[config.mk]
export PLATFORM = sky130hd
export DESIGN_NAME = mem_wb_stage_flat
export DESIGN_NICKNAME = d
export VERILOG_FILES = /design/src/rtl/mem_wb_stage_pkg.sv /design/src/rtl/mem_wb_stage_if.sv /design/src/rtl/mem_wb_stage_dmem_sp.sv /design/src/rtl/mem_wb_stage.sv /design/src/flat_wrapper.sv
export SDC_FILE = /design/constraint.sdc
export NUM_CORES = 2
export LEC_CHECK = 0
export ABC_CLOCK_PERIOD_IN_PS = 2500
export CORE_ASPECT_RATIO = 0.9
export CORE_MARGIN = 2
export CORE_UTILIZATION = 50
export CTS_BUF_LIST = sky130_fd_sc_hd__clkbuf_2 sky130_fd_sc_hd__clkbuf_4 sky130_fd_sc_hd__clkbuf_8
export DETAILED_ROUTE_END_ITERATION = 6
export GPL_TIMING_DRIVEN = 0
export PLACE_DENSITY_LB_ADDON = 0.2
export SYNTH_ARGS = -nofsm -noshare
export SYNTH_HDL_FRONTEND = slang
export SYNTH_SLANG_ARGS = --single-unit
[constraint.sdc]
create_clock -name clk -period 2.5 [get_ports clk]
set_input_delay 0.5 -clock clk [delete_from_list [all_inputs] [get_ports clk]]
set_output_delay 0.5 -clock clk [all_outputs]
set_load 0.1 [all_outputs]
[src/rtl/mem_wb_stage_pkg.sv]
// Shared encodings for the memory / write-back stage.
// Imported by the stage, its RAM and its interface.
package mem_wb_stage_pkg;

   localparam int DATA_W = 8;

   typedef enum logic [1:0] {
      WB_ALU = 2'b00,
      WB_MEM = 2'b01,
      WB_IN  = 2'b10,
      WB_RD2 = 2'b11
   } wb_sel_e;

   typedef enum logic {
      OUT_RD2 = 1'b0,
      OUT_ALU = 1'b1
   } out_sel_e;

endpackage

[src/rtl/mem_wb_stage_if.sv]
// EX/MEM inputs and MEM/WB outputs of the memory stage.
// The pipeline side drives the M fields; the stage drives the W fields.
interface mem_wb_stage_if;
   import mem_wb_stage_pkg::*;

   logic              wr_en_regf_M;
   logic              wr_en_dmem_M;
   logic              rd_en_M;
   logic              out_port_sel_M;
   logic              is_ret_M;
   logic              mux_out_sel_M;
   logic [1:0]        mux_rdata_sel_M;
   logic [DATA_W-1:0] alu_out_M;
   logic [DATA_W-1:0] RD2_M;
   logic [DATA_W-1:0] IN_PORT_M;
   logic [1:0]        rd_M;
   logic [7:0]        mem_addr_M;
   logic [DATA_W-1:0] mem_wd_M;
   logic [1:0]        PC_Sel_M;

   logic [DATA_W-1:0] fwd_data_M;
   logic              wr_en_regf_W;
   logic [1:0]        rd_W;
   logic [DATA_W-1:0] wb_data_W;
   logic              ret_valid_W;
   logic [DATA_W-1:0] ret_pc_W;
   logic [1:0]        PC_Sel_W;
   logic [DATA_W-1:0] OUT_PORT;

   modport master (
      output wr_en_regf_M, wr_en_dmem_M, rd_en_M,
      output out_port_sel_M, is_ret_M, mux_out_sel_M,
      output mux_rdata_sel_M, alu_out_M, RD2_M, IN_PORT_M,
      output rd_M, mem_addr_M, mem_wd_M, PC_Sel_M,
      input  fwd_data_M, wr_en_regf_W, rd_W, wb_data_W,
      input  ret_valid_W, ret_pc_W, PC_Sel_W, OUT_PORT
   );

   modport slave (
      input  wr_en_regf_M, wr_en_dmem_M, rd_en_M,
      input  out_port_sel_M, is_ret_M, mux_out_sel_M,
      input  mux_rdata_sel_M, alu_out_M, RD2_M, IN_PORT_M,
      input  rd_M, mem_addr_M, mem_wd_M, PC_Sel_M,
      output fwd_data_M, wr_en_regf_W, rd_W, wb_data_W,
      output ret_valid_W, ret_pc_W, PC_Sel_W, OUT_PORT
   );

endinterface

[src/rtl/mem_wb_stage_dmem_sp.sv]
// Single-port synchronous read-first data memory.
// Contents survive reset; only the read register clears.
module dmem_sp
   import mem_wb_stage_pkg::*;
#(
   parameter int ADDR_W = 8
) (
   input  logic              clk,
   input  logic              rst_n,
   input  logic              we,
   input  logic              re,
   input  logic [ADDR_W-1:0] addr,
   input  logic [DATA_W-1:0] wd,
   output logic [DATA_W-1:0] rdata
);

   logic [DATA_W-1:0] mem [2**ADDR_W];
   logic [DATA_W-1:0] rdata_d, rdata_q;

   always_comb begin
      rdata_d = rdata_q;
      if (re) rdata_d = mem[addr];
   end

   // rst_n gate drops a write on the edge reset asserts
   always_ff @(posedge clk) begin
      if (rst_n && we) mem[addr] <= wd;
   end

   always_ff @(posedge clk or negedge rst_n) begin
      if (!rst_n) rdata_q <= '0;
      else        rdata_q <= rdata_d;
   end

   assign rdata = rdata_q;

endmodule

[src/rtl/mem_wb_stage.sv]
// Memory stage and MEM/WB register: data memory, OUT port,
// write-back mux, RET target and M-stage forwarding.
module mem_wb_stage
   import mem_wb_stage_pkg::*;
#(
   parameter int ADDR_W = 8,
   parameter int DATA_W = 8
) (
   input  logic          clk,
   input  logic          reset,
   mem_wb_stage_if.slave bus
);

   logic [DATA_W-1:0] mem_q;

   logic              wr_en_d, wr_en_q;
   logic [1:0]        rd_d, rd_q;
   logic [1:0]        sel_d, sel_q;
   logic [DATA_W-1:0] alu_d, alu_q;
   logic [DATA_W-1:0] in_d, in_q;
   logic [DATA_W-1:0] rd2_d, rd2_q;
   logic [1:0]        pcs_d, pcs_q;
   logic              ret_d, ret_q;
   logic [DATA_W-1:0] out_d, out_q;
   logic [DATA_W-1:0] wb_data;

   dmem_sp #(.ADDR_W(ADDR_W)) u_dmem (
      .clk   (clk),
      .rst_n (reset),
      .we    (bus.wr_en_dmem_M),
      .re    (bus.rd_en_M | bus.is_ret_M),
      .addr  (bus.mem_addr_M[ADDR_W-1:0]),
      .wd    (bus.mem_wd_M),
      .rdata (mem_q)
   );

   always_comb begin
      wr_en_d = bus.wr_en_regf_M;
      rd_d    = bus.rd_M;
      sel_d   = bus.mux_rdata_sel_M;
      alu_d   = bus.alu_out_M;
      in_d    = bus.IN_PORT_M;
      rd2_d   = bus.RD2_M;
      pcs_d   = bus.PC_Sel_M;
      ret_d   = bus.is_ret_M;
      out_d   = out_q;
      if (bus.out_port_sel_M) begin
         out_d = (bus.mux_out_sel_M == OUT_ALU)
               ? bus.alu_out_M : bus.RD2_M;
      end
   end

   always_ff @(posedge clk or negedge reset) begin
      if (!reset) begin
         wr_en_q <= 1'b0;
         rd_q    <= '0;
         sel_q   <= '0;
         alu_q   <= '0;
         in_q    <= '0;
         rd2_q   <= '0;
         pcs_q   <= '0;
         ret_q   <= 1'b0;
         out_q   <= '0;
      end else begin
         wr_en_q <= wr_en_d;
         rd_q    <= rd_d;
         sel_q   <= sel_d;
         alu_q   <= alu_d;
         in_q    <= in_d;
         rd2_q   <= rd2_d;
         pcs_q   <= pcs_d;
         ret_q   <= ret_d;
         out_q   <= out_d;
      end
   end

   // mem_q is already one cycle late, so it lines up with the W fields
   always_comb begin
      wb_data = alu_q;
      unique case (sel_q)
         WB_ALU:  wb_data = alu_q;
         WB_MEM:  wb_data = mem_q;
         WB_IN:   wb_data = in_q;
         WB_RD2:  wb_data = rd2_q;
         default: wb_data = alu_q;
      endcase
   end

   assign bus.fwd_data_M   = bus.alu_out_M;
   assign bus.wr_en_regf_W = wr_en_q;
   assign bus.rd_W         = rd_q;
   assign bus.wb_data_W    = wb_data;
   assign bus.ret_valid_W  = ret_q;
   assign bus.ret_pc_W     = mem_q;
   assign bus.PC_Sel_W     = pcs_q;
   assign bus.OUT_PORT     = out_q;

endmodule
[src/flat_wrapper.sv]
// flat-port wrapper written by rule: the top's interface ports become plain ports
module mem_wb_stage_flat import mem_wb_stage_pkg::*;
#(
   parameter int ADDR_W = 8,
   parameter int DATA_W = 8
)
  (clk, reset, bus_wr_en_regf_M, bus_wr_en_dmem_M, bus_rd_en_M, bus_out_port_sel_M, bus_is_ret_M, bus_mux_out_sel_M, bus_mux_rdata_sel_M, bus_alu_out_M, bus_RD2_M, bus_IN_PORT_M, bus_rd_M, bus_mem_addr_M, bus_mem_wd_M, bus_PC_Sel_M, bus_fwd_data_M, bus_wr_en_regf_W, bus_rd_W, bus_wb_data_W, bus_ret_valid_W, bus_ret_pc_W, bus_PC_Sel_W, bus_OUT_PORT);
  mem_wb_stage_if bus_i ();
  input  logic clk;
  input  logic reset;
  input wire logic [$bits(bus_i.wr_en_regf_M)-1:0] bus_wr_en_regf_M;
  input wire logic [$bits(bus_i.wr_en_dmem_M)-1:0] bus_wr_en_dmem_M;
  input wire logic [$bits(bus_i.rd_en_M)-1:0] bus_rd_en_M;
  input wire logic [$bits(bus_i.out_port_sel_M)-1:0] bus_out_port_sel_M;
  input wire logic [$bits(bus_i.is_ret_M)-1:0] bus_is_ret_M;
  input wire logic [$bits(bus_i.mux_out_sel_M)-1:0] bus_mux_out_sel_M;
  input wire logic [$bits(bus_i.mux_rdata_sel_M)-1:0] bus_mux_rdata_sel_M;
  input wire logic [$bits(bus_i.alu_out_M)-1:0] bus_alu_out_M;
  input wire logic [$bits(bus_i.RD2_M)-1:0] bus_RD2_M;
  input wire logic [$bits(bus_i.IN_PORT_M)-1:0] bus_IN_PORT_M;
  input wire logic [$bits(bus_i.rd_M)-1:0] bus_rd_M;
  input wire logic [$bits(bus_i.mem_addr_M)-1:0] bus_mem_addr_M;
  input wire logic [$bits(bus_i.mem_wd_M)-1:0] bus_mem_wd_M;
  input wire logic [$bits(bus_i.PC_Sel_M)-1:0] bus_PC_Sel_M;
  output wire logic [$bits(bus_i.fwd_data_M)-1:0] bus_fwd_data_M;
  output wire logic [$bits(bus_i.wr_en_regf_W)-1:0] bus_wr_en_regf_W;
  output wire logic [$bits(bus_i.rd_W)-1:0] bus_rd_W;
  output wire logic [$bits(bus_i.wb_data_W)-1:0] bus_wb_data_W;
  output wire logic [$bits(bus_i.ret_valid_W)-1:0] bus_ret_valid_W;
  output wire logic [$bits(bus_i.ret_pc_W)-1:0] bus_ret_pc_W;
  output wire logic [$bits(bus_i.PC_Sel_W)-1:0] bus_PC_Sel_W;
  output wire logic [$bits(bus_i.OUT_PORT)-1:0] bus_OUT_PORT;
  assign bus_i.wr_en_regf_M = bus_wr_en_regf_M;
  assign bus_i.wr_en_dmem_M = bus_wr_en_dmem_M;
  assign bus_i.rd_en_M = bus_rd_en_M;
  assign bus_i.out_port_sel_M = bus_out_port_sel_M;
  assign bus_i.is_ret_M = bus_is_ret_M;
  assign bus_i.mux_out_sel_M = bus_mux_out_sel_M;
  assign bus_i.mux_rdata_sel_M = bus_mux_rdata_sel_M;
  assign bus_i.alu_out_M = bus_alu_out_M;
  assign bus_i.RD2_M = bus_RD2_M;
  assign bus_i.IN_PORT_M = bus_IN_PORT_M;
  assign bus_i.rd_M = bus_rd_M;
  assign bus_i.mem_addr_M = bus_mem_addr_M;
  assign bus_i.mem_wd_M = bus_mem_wd_M;
  assign bus_i.PC_Sel_M = bus_PC_Sel_M;
  assign bus_fwd_data_M = bus_i.fwd_data_M;
  assign bus_wr_en_regf_W = bus_i.wr_en_regf_W;
  assign bus_rd_W = bus_i.rd_W;
  assign bus_wb_data_W = bus_i.wb_data_W;
  assign bus_ret_valid_W = bus_i.ret_valid_W;
  assign bus_ret_pc_W = bus_i.ret_pc_W;
  assign bus_PC_Sel_W = bus_i.PC_Sel_W;
  assign bus_OUT_PORT = bus_i.OUT_PORT;
  mem_wb_stage #(.ADDR_W(ADDR_W), .DATA_W(DATA_W)) u_core (.clk(clk), .reset(reset), .bus(bus_i));
endmodule
==> run summary <==
Cell Area, Synth: 0.0813 mm²
Clk sinks: 2,096
Vias in the first global route: 44,700
Number of remaining DRC errors: 1
WS Path Type: in -> reg
Setup ws final: -388 ps
Root Driver: clkbuf_8
Cell with the most instances after synthesis: edfxtp_1
Die Wd: 429 µm
Crit end category: register
Die area: 0.166 mm²
Row count: 140
Max frequency: 346 MHz
Final Hold Viols: 0
Least-Margin Pin Slew: 1600 ps
Violated checks: design-rule violations, max-capacitance violations, max-slew violations, negative setup slack
CTS tree: built
Initial DRC count: 10,300
Min-Delay Path Class: in -> reg
Critical-path maximum fanout: 10
CP cell instances: buf_8, buf_6, buf_8, nor2_1, nand2_1, o221ai_1, a21o_1, a2111oi_1, nor4_4, o32a_1
GR peak layer: met2
Hold slack: 3.86 ps
Startpoint types: input pin
Post-DP HPWL: 201,000 µm
CP required: 3480 ps
Post-synth ARST share: 2.29%
Routed length per instance: 47.0 µm
Post-Syn Area per Cell: 21.2 µm²
Number of routed nets with antenna violations: 0
Starting Density: 50.3%
Initial DRT Pass Iterations: 7
Seq cells post-synth: 2,096
First-pass GRT wire length: 417,000 µm
All-Layer GR Usage: 38.7%
Most frequent CP cell: buf_8
Filler cells: 11,500
PwrDens: 749 mW/mm²
Clk_lat worst skew: 1100 ps
Max-Slew Margin vs Limit: -6.80%
Design Power: 73.1 mW
Vias per cell: 7.04
Synth area leaders: edfxtp_1 (76%), mux4_2 (14%), mux2i_1 (1.5%), dfrtp_1 (1.5%), nor2_1 (1.3%)
Synth top area share: 75.6%
Sequential area share after synthesis: 77.1%
Finish-stage setup viols: 778
Total number of vias: 48,100
Routability cong.: 1.04
Layout net count: 4,509
CP max-delay cell: nand2_1
Max Cap Violations: 2
Final core occ: 60.4%
Core Region: 0.162 mm²
Maximum vdd drop: 0.656 mV
Clock transition at path regs: 60 ps
CTS buffer count: 338
DIE HEIGHT: 387 µm
Ratio of cells with drive above 1 in the final layout: 38.3%
Synth area leader: edfxtp_1
Met2 usage: 52.5%
Slowest cell delay on critical path: 680 ps
Buffers on Ports: 84
Cell Count, Final, Fillers Out: 6,834
Pleak: 31.0 nW
Synth top cells by count: edfxtp_1 (2,048), mux4_2 (499), nor2_1 (275)
Worst clock skew: 62.0 ps
WP data arrival: 3870 ps
Final wirelength: 321,000 µm
Final Max Tran Viols: 19
Synth cell types: 61
Final Cycle Share: 116%
Outcome: finished, violations left
Top FF cell, synth: edfxtp_1
Synth Warn #: 0
Io pins: 92
Met1 Usage GRT: 51.0%
Total placed cells including tap cells: 6,077
Area growth from synthesis to layout: 20.0%
Met3 Usage GRT: 18.8%
Syn Nets: 3,894
Setup TNS: -39,020 ps
Instance count of the mapped netlist: 3,840
Grt ovf: 0
Fin crit period: 2890 ps
Bufs on Longest Clock Path: 4
Initial antenna violation count: 22
Largest net degree at the start of global routing: 155
Unrepaired setup endpoints after global routing: true
Post-synth EDFFs: 2,048
H-tree depth: 5
-- final timing paths --
kind                                               start                       end  slack, ps  cells after the start
worst max register to register  u_core.u_dmem.mem[33][0]    u_core.u_dmem.rdata[0]       -170                      6
min in group asynchronous                          reset    u_core.u_dmem.rdata[3]        430                      2
worst min register to register    u_core.bus.OUT_PORT[4]    u_core.bus.OUT_PORT[4]        540                      2
worst max-delay path                   bus_mem_addr_M[0]    u_core.u_dmem.rdata[0]       -390                     10
max in group asynchronous                          reset           u_core.sel_q[0]       1190                      2
worst min-delay path                     bus_mem_wd_M[0]  u_core.u_dmem.mem[89][0]          4                      1
-- layer usage --
layer,up-vias,routed length [µm],part of all wire [%]
li1,17400,-,-
met2,4362,134000,42
met5,-,218,0.068
met3,964,54000,17
met4,11,20600,6.4
met1,25400,113000,35
-- critical path, delay by kind of cell --
kind | cells | cell delay, ps
AO/OA/AOI/OAI | 4 | 1440
AND/OR/NAND/NOR | 3 | 1040
buffers and inverters | 3 | 850
-- per-stage QoR --
stage,worst slack (ps),instance area (µm²)
CTS,-437,96500
floorplan,-365,82800
finish,-388,97600
detailed placement,-3900,86900
global route,-457,97600
global placement,-6970,86300
-- registers in the layout, indices dropped and copies added, names as in the netlist --
register and flops:
u_core.u_dmem.mem 2048, u_core.sel_q 2, u_core.bus.OUT_PORT 8, u_core.bus.wr_en_regf_W 1
u_core.rd2_q 8, u_core.bus.ret_valid_W 1, u_core.in_q 8, u_core.bus.rd_W 2
u_core.bus.PC_Sel_W 2, u_core.alu_q 8, u_core.u_dmem.rdata 8
-- placed cells by master, fill, tap and decap left out, types with 35 or more instances in the layout --
master	synthesis	routed
clkinv_1	0	88
clkbuf_4	0	126
nor2_4	0	191
mux4_2	499	499
clkdlybuf4s50_1	0	35
a22oi_1	59	53
dfrtp_1	48	47
a21oi_1	45	43
nor2_2	0	36
buf_6	30	57
o22ai_1	46	42
clkbuf_2	0	35
buf_8	0	54
buf_4	54	100
edfxtp_1	2048	2048
buf_12	0	101
mux2i_1	122	109
dlygate4sd3_1	0	41
nor2_1	275	48
clkbuf_8	0	356
nand2_1	110	97
-- area by class of cell --
class | instances | area [µm²] | share of cell area (%)
Clock buffer | 446 | 5490 | 5.62
Multi-Input combinational cell | 1495 | 19700 | 20.2
Inverter | 4 | 17.5 | 0.0179
Sequential cell | 2096 | 62700 | 64.2
Antenna cell | 14 | 35.0 | 0.0359
Clock inverter | 129 | 583 | 0.597
Tap cell | 2130 | 2670 | 2.73
Buffer | 236 | 2880 | 2.95
Timing Repair Buffer | 284 | 3570 | 3.65
-- cell families after synthesis --
group / synth area share [%]
AND/OR/NAND/NOR: 2.96
flip-flops: 77.1
multiplexers: 15.6
buffers and inverters: 1.77
AO/OA/AOI/OAI: 2.57
-- power by group --
group / switching [mW] / total [mW] / leakage (nW) / internal (mW)
clock: 13.8 / 28.1 / 3.22 / 14.3
sequential: 0.0833 / 38.7 / 19.0 / 38.7
combinational: 4.49 / 6.24 / 8.86 / 1.75
total: 18.4 / 73.1 / 31.0 / 54.7
-- timing repair --
item	CTS	global route
gates resized for setup	626	203
endpoints found under the setup margin	2094	1258
setup buffers	101	33
pin swaps	74	34
gates cloned	2	0
hold buffers	41	0
hold endpoints to repair	462	0
(Power assumes the default switching activity.)
